===== src/rtl/rvbridge_pkg.sv =====
// Shared definitions for the raw-video <-> Avalon-ST Video bridge encoder and decoder:
// VIP packet type codes, FSM state encoding and control-packet helpers.
package rvbridge_pkg;

   localparam logic [3:0] TYPE_CTRL  = 4'hF;
   localparam logic [3:0] TYPE_VIDEO = 4'h0;

   typedef enum logic [3:0] {
      ST_IDLE = 4'b0001,
      ST_CTRL = 4'b0010,
      ST_VHDR = 4'b0100,
      ST_DATA = 4'b1000
   } state_t;

   // Number of payload beats after the type beat of a control packet.
   function automatic int unsigned ctrl_beats(input int unsigned spb);
      return (9 + spb - 1) / spb;
   endfunction

   // Nibble k of the control payload: width[15:12]..width[3:0], height[15:12]..height[3:0], interlace.
   function automatic logic [3:0] ctrl_nibble(input logic [15:0] w, input logic [15:0] h,
                                              input logic [3:0] il, input int unsigned k);
      logic [3:0] n;
      n = '0;
      if (k < 4)
         n = 4'(w >> (4 * (3 - k)));
      else if (k < 8)
         n = 4'(h >> (4 * (7 - k)));
      else if (k == 8)
         n = il;
      return n;
   endfunction

endpackage


===== src/rtl/rvbridge_out_reg.sv =====
// One-entry registered Avalon-ST output stage (data, sop, eop, valid/ready).
// A new beat is captured whenever the register is empty or being drained this cycle.
module rvbridge_out_reg #(
   parameter int DW = 8
) (
   input  logic          clk,
   input  logic          rst,
   input  logic          in_valid,
   input  logic [DW-1:0] in_data,
   input  logic          in_sop,
   input  logic          in_eop,
   output logic          load,
   output logic          out_valid,
   output logic [DW-1:0] out_data,
   output logic          out_sop,
   output logic          out_eop,
   input  logic          out_ready
);

   assign load = !out_valid | out_ready;

   always_ff @(posedge clk) begin
      if (rst) begin
         out_valid <= 1'b0;
         out_data  <= '0;
         out_sop   <= 1'b0;
         out_eop   <= 1'b0;
      end else if (load) begin
         out_valid <= in_valid;
         out_data  <= in_data;
         out_sop   <= in_sop;
         out_eop   <= in_eop;
      end
   end

endmodule


===== src/rtl/rvbridge_encode_ctrl.sv =====
// Raw-video to Avalon-ST Video encoder: per frame emits a VIP control packet (optionally only
// when the frame format changes), a video header beat and the pixel beats, with length checking.
module rvbridge_encode_ctrl #(
   parameter int BITS_PER_SYMBOL  = 8,
   parameter int SYMBOLS_PER_BEAT = 1,
   parameter int CTRL_ON_CHANGE   = 0
) (
   input  logic                                         clk,
   input  logic                                         rst,
   input  logic [15:0]                                  video_width,
   input  logic [15:0]                                  video_height,
   input  logic [3:0]                                   video_interlaced,
   input  logic [BITS_PER_SYMBOL*SYMBOLS_PER_BEAT-1:0]  din_data,
   input  logic                                         din_valid,
   output logic                                         din_ready,
   input  logic                                         din_startofpacket,
   input  logic                                         din_endofpacket,
   output logic [BITS_PER_SYMBOL*SYMBOLS_PER_BEAT-1:0]  dout_data,
   output logic                                         dout_valid,
   input  logic                                         dout_ready,
   output logic                                         dout_startofpacket,
   output logic                                         dout_endofpacket,
   output logic                                         ctrl_sent,
   output logic                                         frame_err
);
   import rvbridge_pkg::*;

   localparam int BPS = BITS_PER_SYMBOL;
   localparam int SPB = SYMBOLS_PER_BEAT;
   localparam int DW  = BPS * SPB;
   localparam int NB  = ctrl_beats(SPB);

   if (BITS_PER_SYMBOL < 4 || SYMBOLS_PER_BEAT < 1 || SYMBOLS_PER_BEAT > 4) begin : g_param_chk
      $error("rvbridge_encode_ctrl: BITS_PER_SYMBOL must be >= 4 and SYMBOLS_PER_BEAT 1..4");
   end

   state_t        state, state_nxt;
   logic [3:0]    cnt;
   logic [15:0]   w_s, h_s, last_w, last_h;
   logic [3:0]    il_s, last_il;
   logic          first_frame;
   logic [31:0]   pix_cnt, expected;
   logic          dup_sop;
   logic          ctrl_tag;
   logic          load;
   logic          o_valid, o_sop, o_eop;
   logic [DW-1:0] o_data;
   logic [DW-1:0] ctrl_payload;
   logic          ready_c;
   logic          sop_seen, skip_ctrl, last_ctrl, pix_acc, extra_sop;

   for (genvar s = 0; s < SPB; s++) begin : g_sym
      assign ctrl_payload[s*BPS +: BPS] =
         BPS'(ctrl_nibble(w_s, h_s, il_s, (32'(cnt) - 32'd1) * 32'(SPB) + 32'(s)));
   end

   assign sop_seen  = din_valid & din_startofpacket;
   assign skip_ctrl = (CTRL_ON_CHANGE != 0) && !first_frame && (video_width == last_w) &&
                      (video_height == last_h) && (video_interlaced == last_il);
   assign last_ctrl = (cnt == 4'(NB));
   assign pix_acc   = (state == ST_DATA) && load && din_valid;
   assign extra_sop = din_startofpacket && (pix_cnt != '0);

   // The first beat of a packet is issued straight from IDLE so it reaches dout one cycle after SOP.
   always_comb begin
      state_nxt = state;
      ready_c   = 1'b0;
      o_valid   = 1'b0;
      o_data    = '0;
      o_sop     = 1'b0;
      o_eop     = 1'b0;
      unique case (state)
         ST_IDLE: begin
            ready_c = din_valid & !din_startofpacket;
            if (sop_seen) begin
               o_valid = 1'b1;
               o_sop   = 1'b1;
               if (skip_ctrl) begin
                  o_data = DW'(TYPE_VIDEO);
                  if (load) state_nxt = ST_DATA;
               end else begin
                  o_data = DW'(TYPE_CTRL);
                  if (load) state_nxt = ST_CTRL;
               end
            end
         end
         ST_CTRL: begin
            o_valid = 1'b1;
            o_data  = ctrl_payload;
            o_eop   = last_ctrl;
            if (load && last_ctrl) state_nxt = ST_VHDR;
         end
         ST_VHDR: begin
            o_valid = 1'b1;
            o_sop   = 1'b1;
            o_data  = DW'(TYPE_VIDEO);
            if (load) state_nxt = ST_DATA;
         end
         ST_DATA: begin
            ready_c = load;
            o_valid = din_valid;
            o_data  = din_data;
            o_eop   = din_endofpacket;
            if (load && din_valid && din_endofpacket) state_nxt = ST_IDLE;
         end
         default: state_nxt = ST_IDLE;
      endcase
   end

   assign din_ready = ready_c & !rst;
   assign ctrl_sent = dout_valid & dout_ready & ctrl_tag;

   always_ff @(posedge clk) begin
      if (rst) begin
         state       <= ST_IDLE;
         cnt         <= '0;
         w_s         <= '0;
         h_s         <= '0;
         il_s        <= '0;
         last_w      <= '0;
         last_h      <= '0;
         last_il     <= '0;
         first_frame <= 1'b1;
         expected    <= '0;
         pix_cnt     <= '0;
         dup_sop     <= 1'b0;
         ctrl_tag    <= 1'b0;
         frame_err   <= 1'b0;
      end else begin
         state     <= state_nxt;
         frame_err <= 1'b0;
         if (state == ST_IDLE && sop_seen) begin
            w_s      <= video_width;
            h_s      <= video_height;
            il_s     <= video_interlaced;
            expected <= 32'(video_width) * 32'(video_height);
            cnt      <= 4'd1;
         end
         if (state == ST_CTRL && load) begin
            cnt <= cnt + 4'd1;
            if (last_ctrl) begin
               last_w      <= w_s;
               last_h      <= h_s;
               last_il     <= il_s;
               first_frame <= 1'b0;
            end
         end
         if (load)
            ctrl_tag <= (state == ST_CTRL) && last_ctrl;
         if (state != ST_DATA) begin
            pix_cnt <= '0;
            dup_sop <= 1'b0;
         end else if (pix_acc) begin
            pix_cnt <= pix_cnt + 32'd1;
            if (extra_sop) dup_sop <= 1'b1;
            if (din_endofpacket)
               frame_err <= ((pix_cnt + 32'd1) != expected) || dup_sop || extra_sop;
         end
      end
   end

   rvbridge_out_reg #(.DW(DW)) u_out (
      .clk       (clk),
      .rst       (rst),
      .in_valid  (o_valid),
      .in_data   (o_data),
      .in_sop    (o_sop),
      .in_eop    (o_eop),
      .load      (load),
      .out_valid (dout_valid),
      .out_data  (dout_data),
      .out_sop   (dout_startofpacket),
      .out_eop   (dout_endofpacket),
      .out_ready (dout_ready)
   );

endmodule


===== config.mk =====
export PLATFORM = sky130hd
export DESIGN_NAME = rvbridge_encode_ctrl
export DESIGN_NICKNAME = d
export VERILOG_FILES = /design/src/rtl/rvbridge_pkg.sv /design/src/rtl/rvbridge_out_reg.sv /design/src/rtl/rvbridge_encode_ctrl.sv
export SDC_FILE = /design/constraint.sdc
export NUM_CORES = 1
export LEC_CHECK = 0
export CAP_MARGIN = 20
export CORE_UTILIZATION = 40
export CTS_BUF_LIST = sky130_fd_sc_hd__clkbuf_2
export DETAILED_ROUTE_END_ITERATION = 6
export PLACE_DENSITY = 0.53
export SLEW_MARGIN = 20
export SYNTH_ARGS = -nofsm -noshare
export SYNTH_HDL_FRONTEND = slang
export SYNTH_SLANG_ARGS = --single-unit
export TNS_END_PERCENT = 50

===== constraint.sdc =====
create_clock -name clk -period 9.6 [get_ports clk]
set_input_delay 0.96 -clock clk [delete_from_list [all_inputs] [get_ports clk]]
set_output_delay 0.96 -clock clk [all_outputs]
set_load 0.01 [all_outputs]

==> results.toml <==
[cts]
cts_made_buffers = 17
cts_hold_buf = 0
postCtsSetupBuffers = 0
cts_buffer_depth = 2
clkLatencyLatePin_ns = 0.74
cts_tree = "yes"
clkSinkCount = 122
post_cts_resized = 0
clkTransAtPathRegs_ns = 0.23
h-tree-depth = 4
cts_root_buf = "clkbuf_2"

[yosys]
ys_types = 75
yosysSeqAreaShare_pct = 16.6
async_reset_ff_share_pct = 0
yosys_register_bits = 122
synth_top_cell_area_share_pct = 26.4
ys_top_cells_by_area = "fa_1 26%, dfxtp_1 17%, ha_1 9.4%, nand2_1 7.4%, inv_1 6.4%"
synth_top_cell_by_area = "fa_1"
yosys_warnings = 0
syn_inst = 1751
syn_area_mm2 = 0.0147
syn_nets = 2106
avgSynthCellArea_um2 = 8.40
synth_edf_count = 0
ys.flop_type = "dfxtp_1"

[finish]
fillers = 3675
layout_common_cells = "288 x nand2_1, 252 x inv_1, 194 x fa_1"
layout.core_utilization_pct = 44.1
syn_to_final_growth_pct = 7.74
nNetsFinal = 2108
mostFrequentLayoutCell = "nand2_1"
stdcell_area_mm2 = 0.0158
layout-drive-gt1-share_pct = 4.13

[global_route]
grt_overflow = 0
grt_pass1_vias = 11900
grt_antenna_before_repair = 1
grt_start_max_net_pins = 80
grt_pass1_wl_um = 65200
grt_use_total_pct = 22.0

[die]
pin_count = 64
dieWidth_um = 194
die_area_mm2 = 0.0375
fp-row-count = 69
coreArea_mm2 = 0.0359
start_util_pct = 40.9
die_h_um = 194

[power]
pwr-share-seq_pct = 12.1
powerDensity_mw_per_mm2 = 312
p_int_w = 0.00234
p_switching_w = 0.00260
clockPowerShare_pct = 7.6
power_frac_comb_pct = 80.3
ir_drop_uv = 257
power.leakage_nw = 7.01
swShare_pct = 52.7

[worst_setup_path]
reg2regPathDepth = 8
endpoint = "expected[28]"
crit_path_end_kind = "register"
timing.rr.end = "frame_err"
crit_arrival_ns = 8.01
startpoint = "video_width[5]"
start_kind = "input port"
rrSetupSlack_ns = 6.42
cp_data_required_time_ns = 10.19
regToRegStartpoint = "pix_cnt[10]"
crit_type = "in2reg"
crit_fanout = 17

[drt]
routed_wl_um = 39500
first_pass_iters = 5
vias_per_cell = 5.20
vias = 11600
drtIter0Drc = 506
wl_per_cell_um = 17.7
final_antenna_net_count = 0
drc = 0

[sta]
setup_tns_ns = 0
rsz0062_at_grt = "no"
fin_worst_skew_ns = 0.0341
fmax_mhz = 135
worstMarginPinSlew_ns = 1.00
fin_crit_sh_pct = 77.2
final-setup-viol-count = 0
fin_crit_ns = 7.41
max_slew_margin_pct = 33.1
final-hold-violation-count = 0
slew_violations = 0

[outcome]
status = "finished clean"

[placed_design]
placed_cell_area_mm2 = 0.0156
gp_congestion = 0.824
port_buffers = 63
dpl.hpwl_um = 29500

[flow_run]
drv_cap = 0

[hold_path]
hold_class = "reg2reg"
[cells in the mapped netlist, types with 4 or more instances]
cell,n
a2111oi_0,4
a211oi_1,15
a21o_1,16
a21oi_1,98
a22oi_1,9
a31oi_1,6
and2_1,129
and3_1,12
and4_1,4
buf_2,4
clkbuf_1,76
clkbuf_8,6
dfxtp_1,122
fa_1,194
ha_1,111
inv_1,252
mux4_2,8
nand2_1,288
nand2b_1,6
nand3_1,32
nand3b_1,5
nand4_1,20
nor2_1,73
nor2b_1,8
nor3_1,16
nor3b_1,4
nor4_1,10
nor4b_1,4
o21a_1,6
o21ai_0,45
o21bai_1,6
o31ai_1,5
or3_1,8
xnor2_1,47
xor2_1,43
[sequential cells by signal, indices dropped and copies added, names as in the netlist, 4 cells and up]
name	count
expected	32
pix_cnt	32
h_s	16
w_s	16
u_out.out_data	8
cnt	4
il_s	4
state	4
[cell type report]
class	count	area, µm²	share of cell area (%)
diodes	1	2.50	0.0158
clock buffers	17	85.1	0.537
clock inverters	15	175	1.11
inverters	252	946	5.97
multi-input cells	1284	10900	68.8
flip-flops and latches	122	2440	15.4
well taps	461	577	3.64
repair buffers	76	723	4.56
[metrics by stage]
step / hold slack (ns) / setup WS [ns] / cells / power, W
3_5_place_dp: 0.443 / 1.45 / 2195 / 0.00458
2_1_floorplan: 0.432 / 2.57 / 1751 / 0.00358
6_report: 0.466 / 2.19 / 2228 / 0.00494
4_1_cts: 0.447 / 2.28 / 2227 / 0.00498
5_1_grt: 0.435 / 1.89 / 2228 / 0.00558
3_3_place_gp: 0.437 / 1.60 / 2195 / 0.00456
[routing by layer]
metal | global-route usage [%] | wire length [µm] | up-vias
met3 | 3.29 | 1920 | 37
met4 | 5.24 | 622 | 0
met5 | 0 | 0 | -
met1 | 31.7 | 19300 | 5681
li1 | - | - | 5605
met2 | 34.6 | 17700 | 258
[worst min path at each step]
stage                                  from                end  slack [ns]  depth (start not counted)
final                              ctrl_tag           ctrl_tag        0.47                          2
after global routing                    rst  u_out.out_data[6]        0.44                          2
after CTS                               rst           ctrl_tag        0.45                          2
after detailed placement  u_out.out_data[5]  u_out.out_data[5]        0.44                          2
after global placement    u_out.out_data[5]  u_out.out_data[5]        0.44                          2
after floorplan                    ctrl_tag           ctrl_tag        0.43                          2
[cells by family (layout without fill, tap and decap cells)]
| kind of cell | Yosys count | after routing | synth area share [%] |
|---|---|---|---|
| AOI/OAI and AO/OA | 242 | 242 | 10.2 |
| xor gates and xnor gates | 90 | 90 | 5.36 |
| adders and majority gates | 306 | 306 | 35.9 |
| buffers and inverters | 345 | 360 | 9.36 |
| DFF | 122 | 122 | 16.6 |
| muxes | 9 | 9 | 1.29 |
| other | 0 | 1 | 0 |
| and+or+nand+nor | 637 | 637 | 21.2 |
[power by group through the flow]
stage	Clock [W]	Combinational, W	Sequential, W
2_1_floorplan	0	0.00299	0.000591
3_3_place_gp	0	0.00396	0.000607
3_5_place_dp	0	0.00397	0.000608
4_1_cts	0.000389	0.00400	0.000598
5_1_grt	0.000412	0.00456	0.000605
6_report	0.000376	0.00397	0.000597
[worst max-delay path, cell delays in order]
cell and delay, ns:
clkdlybuf4s50_1 0.90, and2_1 0.43, fa_1 0.54, inv_1 0.06, fa_1 0.55, fa_1 0.44
fa_1 0.49, inv_1 0.05, fa_1 0.54, inv_1 0.06, fa_1 0.60, inv_1 0.06
ha_1 0.38, a21o_1 0.20, a21o_1 0.17, a211oi_1 0.22, a21boi_1 0.46, o221ai_1 0.31
a31oi_1 0.32, or4_1 0.17, o211ai_1 0.08
Note: power is estimated with default switching activity, not from simulation.
